[config.mk]
export PLATFORM = sky130hd
export DESIGN_NAME = inst_mem_loader
export DESIGN_NICKNAME = d
export VERILOG_FILES = /design/src/rtl/inst_mem_loader_pkg.sv /design/src/rtl/inst_byte_packer.sv /design/src/rtl/inst_mem_loader.sv
export SDC_FILE = /design/constraint.sdc
export NUM_CORES = 1
export LEC_CHECK = 0
export ABC_CLOCK_PERIOD_IN_PS = 1910
export BUFFER_PORTS_ARGS = -buffer_cell sky130_fd_sc_hd__buf_2
export CORE_UTILIZATION = 49
export DETAILED_ROUTE_END_ITERATION = 10
export PLACE_DENSITY = 0.88
export SYNTH_ARGS = -nofsm -noshare
export SYNTH_HDL_FRONTEND = slang
export SYNTH_HIERARCHICAL = 1
export SYNTH_SLANG_ARGS = --single-unit
[constraint.sdc]
create_clock -name clk -period 1.91 [get_ports clk]
set_clock_uncertainty 0.1 [all_clocks]
set_input_delay 0 -clock clk [delete_from_list [all_inputs] [get_ports clk]]
set_output_delay 0 -clock clk [all_outputs]
set_load 0.02 [all_outputs]
[src/rtl/inst_mem_loader_pkg.sv]
// Shared definitions for the instruction-memory loader and the instruction memory.
// Both sides use these depth and address constants so they agree on the memory size.
package inst_mem_loader_pkg;

  localparam int MEM_WIDTH  = 128;
  localparam int ADDR_WIDTH = 7;

  typedef enum logic [1:0] {
    IDLE     = 2'd0,
    ASSEMBLE = 2'd1,
    WRITE    = 2'd2,
    FINISH   = 2'd3
  } loader_state_t;

endpackage

[src/rtl/inst_byte_packer.sv]
// Collects four streamed bytes into one little-endian lane word.
// The memory's read-side byte swap later turns this into big-endian instruction order.
module inst_byte_packer (
  input  logic        clk,
  input  logic        rst_n,
  input  logic        accept,
  input  logic        clear,
  input  logic [7:0]  in_byte,
  output logic [31:0] word,
  output logic        last
);

  logic [1:0] idx_reg;
  logic [7:0] lane_reg [4];

  always_ff @(posedge clk or negedge rst_n) begin
    if (!rst_n) begin
      idx_reg <= 2'd0;
    end else if (clear) begin
      idx_reg <= 2'd0;
    end else if (accept) begin
      idx_reg <= idx_reg + 2'd1;
    end
  end

  for (genvar gi = 0; gi < 4; gi++) begin : g_lane
    // Lane gi is only loaded by the byte whose index equals gi.
    always_ff @(posedge clk or negedge rst_n) begin
      if (!rst_n) begin
        lane_reg[gi] <= 8'd0;
      end else if (accept && !clear && (idx_reg == 2'(gi))) begin
        lane_reg[gi] <= in_byte;
      end
    end
    assign word[8*gi +: 8] = lane_reg[gi];
  end

  assign last = (idx_reg == 2'd3);

endmodule

[src/rtl/inst_mem_loader.sv]
// Byte-stream loader for the instruction memory.
// It packs four bytes per word and writes consecutive entries from a base address.
module inst_mem_loader
  import inst_mem_loader_pkg::*;
#(
  parameter int MemWidth  = MEM_WIDTH,
  parameter int AddrWidth = ADDR_WIDTH
) (
  input  logic                 clk,
  input  logic                 rst_n,
  input  logic                 start,
  input  logic [AddrWidth-1:0] base_addr,
  input  logic [AddrWidth:0]   word_count,
  input  logic                 abort,
  input  logic                 in_valid,
  input  logic [7:0]           in_byte,
  output logic                 in_ready,
  output logic                 mem_we,
  output logic [AddrWidth-1:0] mem_addr,
  output logic [31:0]          mem_wdata,
  output logic                 busy,
  output logic                 done,
  output logic                 error
);

  localparam logic [AddrWidth:0] DEPTH = (AddrWidth+1)'(MemWidth);

  loader_state_t        state_reg;
  logic [AddrWidth-1:0] addr_reg;
  logic [AddrWidth:0]   remaining_reg;
  logic                 done_reg;
  logic                 error_reg;

  logic [AddrWidth:0] end_addr;
  logic               overflow;
  logic               accept;
  logic               clear;
  logic               last;

  // The end address is formed one bit wider so base + count can never alias.
  assign end_addr = {1'b0, base_addr} + word_count;
  assign overflow = (end_addr > DEPTH);

  assign in_ready = (state_reg == ASSEMBLE);
  assign mem_we   = (state_reg == WRITE);
  assign busy     = (state_reg == ASSEMBLE) || (state_reg == WRITE);
  assign mem_addr = addr_reg;
  assign done     = done_reg;
  assign error    = error_reg;

  assign accept = in_ready && in_valid;
  assign clear  = abort || (state_reg != ASSEMBLE);

  inst_byte_packer u_packer (
    .clk     (clk),
    .rst_n   (rst_n),
    .accept  (accept),
    .clear   (clear),
    .in_byte (in_byte),
    .word    (mem_wdata),
    .last    (last)
  );

  always_ff @(posedge clk or negedge rst_n) begin
    if (!rst_n) begin
      state_reg     <= IDLE;
      addr_reg      <= '0;
      remaining_reg <= '0;
      done_reg      <= 1'b0;
      error_reg     <= 1'b0;
    end else begin
      done_reg  <= 1'b0;
      error_reg <= 1'b0;
      if (abort) begin
        state_reg <= IDLE;
      end else begin
        unique case (state_reg)
          IDLE: begin
            if (start) begin
              if (word_count == '0) begin
                state_reg <= FINISH;
              end else if (overflow) begin
                error_reg <= 1'b1;
              end else begin
                addr_reg      <= base_addr;
                remaining_reg <= word_count;
                state_reg     <= ASSEMBLE;
              end
            end
          end
          ASSEMBLE: begin
            if (accept && last) state_reg <= WRITE;
          end
          WRITE: begin
            addr_reg      <= addr_reg + AddrWidth'(1);
            remaining_reg <= remaining_reg - (AddrWidth+1)'(1);
            state_reg     <= (remaining_reg == (AddrWidth+1)'(1)) ? FINISH : ASSEMBLE;
          end
          FINISH: begin
            done_reg  <= 1'b1;
            state_reg <= IDLE;
          end
          default: state_reg <= IDLE;
        endcase
      end
    end
  end

endmodule

==> out/qor.yml, run 1 <==
status: "finished, violations left"
violations: "negative setup slack"
power.share.sequential_pct: 38.1
vias: 2728
gp_congestion: 0.938
yosysSeqAreaShare_pct: 43.5
post-route-util_pct: 70.1
ys_top_cells_by_area: "dfrtp_1 43%, mux2_2 11%, ha_1 7.4%"
final-hold-violation-count: 0
synthFlopType: "dfrtp_1"
viasPerCell: 5.84
drc: 0
grt_max_degree: 30
crit_fanout: 2
mostFrequentLayoutCells: "69 x buf_2, 53 x dfrtp_1, 38 x buf_4"
rows: 28
grt_pass1_wl_mm: 13.7
holdWs_ns: 0.0322
hold_depth: 4
crit_required_ns: 2.01
switchingPower_mw: 1.75
synth_top_area_share_pct: 43.5
vdd_ir_drop_max_mv: 0.802
grt_antenna_before_repair: 0
yosys.area.top_type: "dfrtp_1"
fin_crit_ns: 2.08
largest_reg_flops: 32
p_per_area_nw_per_um2: 1030
final.setup.worst_slack_ns: -0.167
holdPathEnd: "remaining_reg[0]"
reg2reg_setup_slack_ns: -0.10
async_flop_share_pct: 100
p_int_mw: 2.54
setup_viol: 14
clk_latency_ns: 0.31
worst_r2r_endpoint: "mem_addr[2]"
die_area_um2: 6540
timing.rr.start: "state_reg[0]"
dpl_cell_area_um2: 3800
drv_cap: 0
first_pass_iters: 5
die_h_um: 80.9
htree_num_levels: 2
fin_crit_sh_pct: 109
synth_nets: 312
worstHoldPathType: "input pin to register"
cts_buffer_depth: 2
drt-total-wl_mm: 8.75
syn_to_final_growth_pct: 36.8
rsz0062_at_grt: "yes"
critPathLaunchType: "input pin"
reg2reg_depth: 7
die_w_um: 80.9
path_clk_slew_ns: 0.09
syn_inst: 265
max_freq_mhz: 481
clock_sinks: 53
sw_frac_of_total_pct: 40.8
worstSetupPathType: "input pin to register"
fin_area_um2: 4170
drv_slew: 0
wire_per_inst_um: 18.7
io_buffers: 71
hpwl_mm: 5.61
grt_pass1_vias: 2801
syn_avg_cell_area_um2: 11.5
worst_slew_pin_slew_ns: 0.451
cts_tree: "done"
finalSetupTns_ns: -1.18
maxSlewHeadroom_pct: 69.7
overflow: 0
core-area_um2: 5960
ys_ff_latch: 53
yosys_warnings: 6
cts-root-buf: "clkbuf_8"
cts_buffers: 5
synth_cell_types: 52
drive_gt1_share_pct: 48.7
comb_power_share_pct: 47.2
drt_iter0_markers: 181
syn_area_um2: 3050
nets: 438
antennaDiodeCount: 0
ant_nets: 0
layout_commonest_cell: "buf_2"
pin_count: 72
leakagePower_nw: 2.15
initial_core_util_pct: 51.2
arrival_ns: 2.17
clkPwrFrac_pct: 14.7
track_usage_pct: 27.7
worstSetupEndpointType: "register"
synth_edf_count: 0
min_from: "word_count[0]"
==> timing repair <==
| item | CTS | global route |
|---|---|---|
| cloned | 0 | 0 |
| pin swaps | 2 | 14 |
| endpoints found under the hold margin | 90 | 0 |
| resized for setup | 9 | 15 |
| buffers inserted | 4 | 4 |
| setup endpoints to repair | 11 | 29 |
| hold buffers | 15 | 0 |
==> cells in the mapped netlist (2+ instances only) <==
cell	number
dfrtp_1	53
mux2_2	31
ha_1	18
nand2_1	18
o21ai_0	15
nand3_1	12
inv_1	10
a211o_1	9
nand2b_1	9
nor2_1	8
nor3_1	8
a21oi_1	7
nor4b_2	6
clkbuf_1	4
nand3b_4	4
buf_6	3
mux2i_1	3
a21o_1	2
mux2_4	2
nand4_1	2
nor2b_1	2
nor3b_1	2
nor4_1	2
o21ai_1	2
o22a_1	2
o32ai_1	2
or2_2	2
or3_1	2
xnor2_1	2
==> per-stage QoR <==
stage | total power, mW | cells | setup WS, ns
CTS | 4.16 | 466 | -0.0448
finish | 4.29 | 467 | -0.167
global route | 4.53 | 467 | -0.242
detailed placement | 3.41 | 439 | -0.464
global placement | 3.31 | 439 | -0.385
floorplan | 2.75 | 265 | -0.0801
==> logic make-up after synthesis <==
group	after synthesis	synth area share, %
and+or+nand+nor	82	17.8
AOI/OAI and AO/OA	53	13.3
DFF	53	43.5
muxes	36	13.4
buffers and inverters	19	3.12
adders and majority gates	19	8.04
xor gates and xnor gates	3	0.862
==> area by class of cell <==
cell class | count | area [um^2]
sequential | 53 | 1330
multi-input combinational | 193 | 1770
tap | 75 | 93.8
clock inverter | 2 | 15.0
timing repair buffer | 128 | 861
clock buffer | 6 | 72.6
fill | 416 | 1780
inverter | 10 | 37.5
==> worst max-delay path: stages <==
cell and delay (ns):
buf_8 0.10, ha_4 0.15, fa_2 0.34, and3_4 0.21, a2111oi_4 0.29, o21ai_2 0.10, a211oi_2 0.27, buf_4 0.18
nor2_4 0.04, a21oi_2 0.18, mux2_4 0.32
==> worst max-delay path by stage <==
stage                       start          endpoint  slack, ns  cells past startpoint
floorplan            base_addr[0]  remaining_reg[2]      -0.08                     10
global placement     base_addr[0]  remaining_reg[5]      -0.39                     11
detailed placement   base_addr[0]  remaining_reg[7]      -0.46                     11
CTS                  state_reg[0]       mem_addr[4]      -0.04                      9
global route         base_addr[4]       mem_addr[2]      -0.24                     10
finish              word_count[0]      state_reg[0]      -0.17                     11
==> routing by layer <==
layer  track usage, %  vias to the layer above  wire length, um
li1                 -                     1229                -
met1             31.7                     1342             3310
met2             49.8                      132             4740
met3             5.28                       25              415
met4             12.1                        0              279
met5                0                        -                0
==> power by group through the flow <==
stage	Sequential [mW]	Clock, mW	Combinational (mW)
after floorplan	1.74	0	1.01
after global placement	1.59	0	1.72
after detailed placement	1.62	0	1.79
after CTS	1.60	0.647	1.91
after global routing	1.66	0.692	2.18
final	1.63	0.631	2.03
No activity file was read; power rests on OpenSTA's default activity.
==> inputs of run 2 (changes only) <==
- CELL_PAD_IN_SITES_DETAIL_PLACEMENT: unset -> 1
- CELL_PAD_IN_SITES_GLOBAL_PLACEMENT: unset -> 1
- CORE_UTILIZATION: 49 -> 38
- PLACE_DENSITY: 0.88 -> 0.87
==> run 2 against run 1 <==
The flow still finishes with violations (negative setup slack). First-iteration DRC count decreased by 72%. Sequential power decreased by 2%. Sequential share of layout area decreased by 0.25 points. Die area increased by 28%. Clock power increased by 6.2%. Design area increased by 0.78%. Register-to-register slack improved by 0.11 ns. Power increased by 1.3%. Combinational power increased by 2%. Setup slack improved by 0.092 ns. Cell count increased by 4.5%. Wire length decreased by 1.7%. Highest routed layer unchanged.
==> out/qor.yml, run 2 (synthesized netlist as in run 1, its figures left out) <==
globalRouteMet3Util_pct: 3.43  # -1.8 points
cts_buffer_depth: 2  # unchanged
grt_antenna_before_repair: 0  # unchanged
grt_max_degree: 35  # +17%
layout.cells.non_filler: 488  # +4.5%
worstHoldPathType: "input pin to register"
nets: 432  # -1.4%
crit_fanout: 16  # +14
setup_viol: 10  # -4
first_pass_iters: 4  # -1
cpPeakStageDelay_ns: 0.36  # +0.02 ns
syn_to_final_growth_pct: 37.9
core-area_um2: 7730  # +30%
p_per_area_nw_per_um2: 1030  # +0.51%
multi_input_area_um2: 1770  # +0.21%
cp_top_family: "compound AO/OA/AOI/OAI gates"
grt_use_met1_pct: 25.2  # -6.5 points
arrival_ns: 2.09  # -0.08 ns
fill_cells: 838  # +100%
ant_nets: 0  # unchanged
antennaDiodeCount: 0  # unchanged
total_power_mw: 4.34  # +1.3%
dpl_cell_area_um2: 3830  # +0.82%
worstSetupPathType: "input pin to register"
comb_power_share_pct: 47.9  # +0.7 points
gp_congestion: 0.826  # -12%
regArea_um2: 1330  # unchanged
critPathLaunchType: "input pin"
viasPerCell: 5.34  # -8.5%
sw_frac_of_total_pct: 40.4  # -0.43 points
leakagePower_nw: 2.15  # about the same
drv_cap: 0  # unchanged
rsz0062_at_grt: "yes"
cts_buffers: 5  # unchanged
cts-root-buf: "clkbuf_8"
crit_required_ns: 2.02  # about the same
violations: "negative setup slack"
layout_commonest_cell: "buf_2"
io_buffers: 71  # unchanged
drt_iter0_markers: 50  # -72%
timing.rr.start: "state_reg[1]"
switchingPower_mw: 1.75  # +0.22%
hpwl_mm: 6.38  # +14%
die_area_um2: 8390  # +28%
fin_crit_sh_pct: 104  # -4.8 points
track_usage_pct: 21.3  # -6.3 points
rows: 32  # +14%
drt-total-wl_mm: 8.60  # -1.7%
top_usage_layer: "met2"
use_met2_pct: 40.2  # -9.7 points
place_ws_ns: -0.412  # +0.0512 ns
p_int_mw: 2.59  # +2.0%
wire_per_inst_um: 17.6  # -5.9%
maxSlewHeadroom_pct: 58.0  # -12 points
die_w_um: 91.6  # +13%
path_clk_slew_ns: 0.11  # +0.02 ns
pin_count: 72  # unchanged
clkPwrFrac_pct: 15.4  # +0.7 points
final.setup.worst_slack_ns: -0.0747  # +0.0923 ns
worstSetupEndpointType: "register"
grt_pass1_wl_mm: 14.2  # +3.7%
largest_reg_flops: 32  # unchanged
finalSetupTns_ns: -0.590  # +0.594 ns
clk_latency_ns: 0.31  # about the same
critical_path.cell_chain: "buf_8, ha_4, fa_2, and3_4, o221a_4, o21ai_2, a211oi_4, o21ai_4, buf_12, o21ai_1, a211o_1"
vias: 2607  # -4.4%
htree_num_levels: 2  # unchanged
drc: 0  # unchanged
holdWs_ns: 0.0321  # -0.000115 ns
startpoint: "base_addr[0]"
vdd_ir_drop_max_mv: 0.609  # -24%
status: "finished, violations left"
worst_r2r_endpoint: "mem_addr[4]"
initial_core_util_pct: 39.5  # -12 points
fin_crit_ns: 1.98  # -0.0923 ns
drive_gt1_share_pct: 49.5  # +0.76 points
drv_slew: 0  # unchanged
endpoint: "mem_addr[6]"
reg2reg_setup_slack_ns: 0.01  # +0.11 ns
worst_slew_pin_slew_ns: 0.631  # +0.180 ns
fin_area_um2: 4210  # +0.78%
reg2reg_depth: 8  # +1
cts_tree: "done"
overflow: 0  # unchanged
clock_sinks: 53  # unchanged
critPathBufInv: 2  # unchanged
place_inst: 464  # +5.7%
cp.depth: 11  # unchanged
max_freq_mhz: 504  # +4.7%
die_h_um: 91.6  # +13%
power.share.sequential_pct: 36.7  # -1.4 points
post-route-util_pct: 54.4  # -16 points
worst_path_max_delay_cell: "fa_2"
final-hold-violation-count: 0  # unchanged
grt_pass1_vias: 2809  # +0.29%
mostFrequentLayoutCells: "69 x buf_2, 53 x dfrtp_1, 32 x buf_4"
==> run 2: cell types whose count changed in the layout (fill, tap and decap cells not counted), sizes merged <==
cell         previous run  this run
clkinv                  0         1
inv                    10        11
buf                   113       108
clkinvlp                2         1
dlygate4sd3            15        13
==> run 2: power groups by stage <==
stage	sequential (mW)	clock [mW]	combinational, mW
global route	1.63	0.724	2.27
CTS	1.58	0.688	1.96
global placement	1.57	0	1.80
floorplan	1.74	0	1.01
detailed placement	1.60	0	1.89
finish	1.59	0.670	2.08
==> run 2: repair_timing <==
action,4_1_cts,5_1_grt
resized for setup,10,19
pin swaps,2,2
endpoints found under the hold margin,60,0
hold buffers,13,0
buffers inserted,0,3
endpoints found under the setup margin,11,47
cloned,0,1
==> run 2: area by class of cell <==
class	instances	area share (%)
multi-input cells	193	42.1
clock inverters	3	0.595
flip-flops and latches	53	31.5
clock buffers	5	1.64
inverters	10	0.893
repair buffers	122	20.2
well taps	102	3.03
==> run 2: per-layer routing <==
| metal | wire [um] | up-vias |
|---|---|---|
| li1 | - | 1216 |
| met1 | 3610 | 1303 |
| met2 | 4520 | 75 |
| met3 | 363 | 13 |
| met4 | 96 | 0 |
| met5 | 0 | - |
==> run 2: worst min path at each step <==
| stage | start | to | cells after the start |
|---|---|---|---|
| finish | base_addr[2] | mem_addr[2] | 3 |
| global route | word_count[0] | remaining_reg[0] | 4 |
| CTS | base_addr[2] | mem_addr[2] | 3 |
| detailed placement | rst_n | u_packer/word[18] | 1 |
| global placement | rst_n | u_packer/word[18] | 1 |
| floorplan | rst_n | done | 0 |
==> run 2: worst reg2reg max path: cells and delay by family, from the launching register on <==
kind                     cells  cell delay (ns)
AND/OR/NAND/NOR              2             0.35
flip-flops                   1             0.42
adder cells (fa/ha/maj)      1             0.22
buffers and inverters        2             0.30
AO/OA/AOI/OAI                3             0.48
==> inputs of run 3 (changes only) <==
- PLACE_DENSITY: 0.87 -> 0.73
==> run 3 against run 2 <==
Hold slack got worse by 0.028 ns. Largest cell class unchanged. Global-route usage increased by 0.61 points. The run still ends with negative setup slack left. Die area stayed put. Design area increased by 1.6%.
==> out/qor.yml, run 3 (synthesized netlist as in run 1, its figures left out) <==
status: "finished, violations left"
violations: "negative setup slack"
max_freq_mhz: 482  # -4.4%
largest_reg_flops: 32  # unchanged
vias: 2588  # -0.73%
critPathLaunchType: "input pin"
track_usage_pct: 22.0  # +0.61 points
vdd_ir_drop_max_mv: 0.508  # -17%
overflow: 0  # unchanged
critPathBufInv: 3  # +1
arrival_ns: 2.18  # +0.09 ns
gp_congestion: 0.807  # -2.2%
worstHoldPathType: "input pin to register"
holdWs_ns: 0.00422  # -0.0279 ns
critical_path.cell_chain: "buf_8, ha_4, fa_2, and3_4, o221a_4, o21ai_2, a211oi_2, buf_4, o21ai_4, buf_12, o21ai_1, a211o_1"
cts-root-buf: "clkbuf_8"
grt_max_degree: 25  # -29%
nets: 438  # +1.4%
io_buffers: 71  # unchanged
drt-total-wl_mm: 8.66  # +0.69%
reg2reg_setup_slack_ns: -0.06  # -0.07 ns
crit_required_ns: 2.01  # about the same
initial_core_util_pct: 39.5  # unchanged
place_ws_ns: -0.482  # -0.0698 ns
layout_commonest_cell: "buf_2"
crit_fanout: 18  # +2
worst_path_max_delay_cell: "fa_2"
grt_pass1_vias: 2824  # +0.53%
pin_count: 72  # unchanged
syn_to_final_growth_pct: 40.2
die_area_um2: 8390  # unchanged
ant_nets: 0  # unchanged
maxSlewHeadroom_pct: 64.3  # +6.3 points
worst_r2r_endpoint: "mem_addr[2]"
final.setup.worst_slack_ns: -0.167  # -0.0921 ns
cts_buffers: 5  # unchanged
core-area_um2: 7730  # unchanged
drt_iter0_markers: 60  # +20%
min_from: "word_count[0]"
cts_buffer_depth: 2  # unchanged
worstSetupEndpointType: "register"
mostFrequentLayoutCells: "69 x buf_2, 53 x dfrtp_1, 36 x buf_4"
grt_antenna_before_repair: 0  # unchanged
p_per_area_nw_per_um2: 1050  # +1.9%
fin_area_um2: 4270  # +1.6%
drv_cap: 0  # unchanged
dpl_cell_area_um2: 3820  # -0.33%
leakagePower_nw: 2.18  # +1.4%
fin_crit_ns: 2.08  # +0.0921 ns
hold_depth: 4  # +1
worstSetupPathType: "input pin to register"
drc: 0  # unchanged
place_inst: 464  # unchanged
wire_per_inst_um: 17.5  # -0.54%
worst_slew_pin_slew_ns: 0.536  # -0.0944 ns
die_w_um: 91.6  # unchanged
drv_slew: 0  # unchanged
clock_sinks: 53  # unchanged
rsz0062_at_grt: "yes"
cpPeakStageDelay_ns: 0.37  # about the same
first_pass_iters: 4  # unchanged
final-hold-violation-count: 0  # unchanged
timing.rr.start: "state_reg[1]"
grt_pass1_wl_mm: 14.4  # +1.6%
antennaDiodeCount: 0  # unchanged
total_power_mw: 4.50  # +3.6%
die_h_um: 91.6  # unchanged
cp_top_family: "compound AO/OA/AOI/OAI gates"
reg2reg_depth: 8  # unchanged
rows: 32  # unchanged
cts_tree: "done"
hpwl_mm: 6.24  # -2.3%
holdPathEnd: "remaining_reg[0]"
htree_num_levels: 2  # unchanged
clk_latency_ns: 0.31  # about the same
layout.cells.non_filler: 494  # +1.2%
setup_viol: 14  # +4
fin_crit_sh_pct: 109  # +4.8 points
viasPerCell: 5.24  # -1.9%
drive_gt1_share_pct: 50.5  # +1.0 points
path_clk_slew_ns: 0.10  # about the same
==> run 3: cell count changes in the layout (fill, tap and decap cells not counted), sizes merged <==
cell / before / now
buf: 108 / 115
bufinv: 0 / 1
clkinvlp: 1 / 0
inv: 11 / 10
==> run 3: metrics by stage <==
stage,TNS [ns],utilization [%]
floorplan,-0.769,-
global placement,-6.11,49.4
detailed placement,-7.00,49.4
CTS,-1.24,54.0
global route,-2.21,55.3
finish,-1.31,55.3
==> run 3: worst max-delay path by stage <==
stage                                  end     startpoint  depth (start not counted)  slack (ns)
after floorplan           remaining_reg[2]   base_addr[0]                         10       -0.08
after global placement         mem_addr[4]   base_addr[0]                         11       -0.43
after detailed placement       mem_addr[3]   base_addr[0]                         11       -0.48
after CTS                      mem_addr[3]  word_count[0]                         12       -0.15
after global routing           mem_addr[3]   base_addr[0]                         12       -0.20
final                          mem_addr[3]   base_addr[0]                         12       -0.17
==> run 3: worst reg2reg max path: stages (launching register included) <==
cell and delay, ns:
dfrtp_1 0.40, inv_1 0.09, ha_2 0.24, nand3_1 0.11
a21oi_2 0.23, o21ai_4 0.14, buf_12 0.18, o32ai_1 0.29
a211o_1 0.13
==> run 3: per-layer routing <==
metal  GRT usage (%)  vias up  wire (um)
met2            40.5       42       4700
met1            26.3     1308       3580
li1                -     1225          -
met3            3.60       13        252
met5               0        -          0
met4            5.42        0        124
==> run 3: repair_timing <==
item	CTS	global route
hold endpoints to repair	58	0
hold buffers	13	0
pin swaps	4	6
gates resized for setup	14	26
setup endpoints to repair	16	49
gates cloned	0	0
setup buffers	7	2
==> run 3: area by class of cell <==
cell class / instances / area (um^2)
flip-flops and latches: 53 / 1330
well taps: 102 / 128
clock buffers: 6 / 72.6
repair buffers: 128 / 883
fillers: 839 / 3450
clock inverters: 2 / 38.8
multi-input cells: 193 / 1790
inverters: 10 / 37.5
==> run 3: power breakdown <==
group / switching (mW) / leakage, nW / internal [mW]
clock: 0.389 / 0.0554 / 0.394
combinational: 1.10 / 1.42 / 0.993
sequential: 0.271 / 0.703 / 1.35
total: 1.76 / 2.18 / 2.74
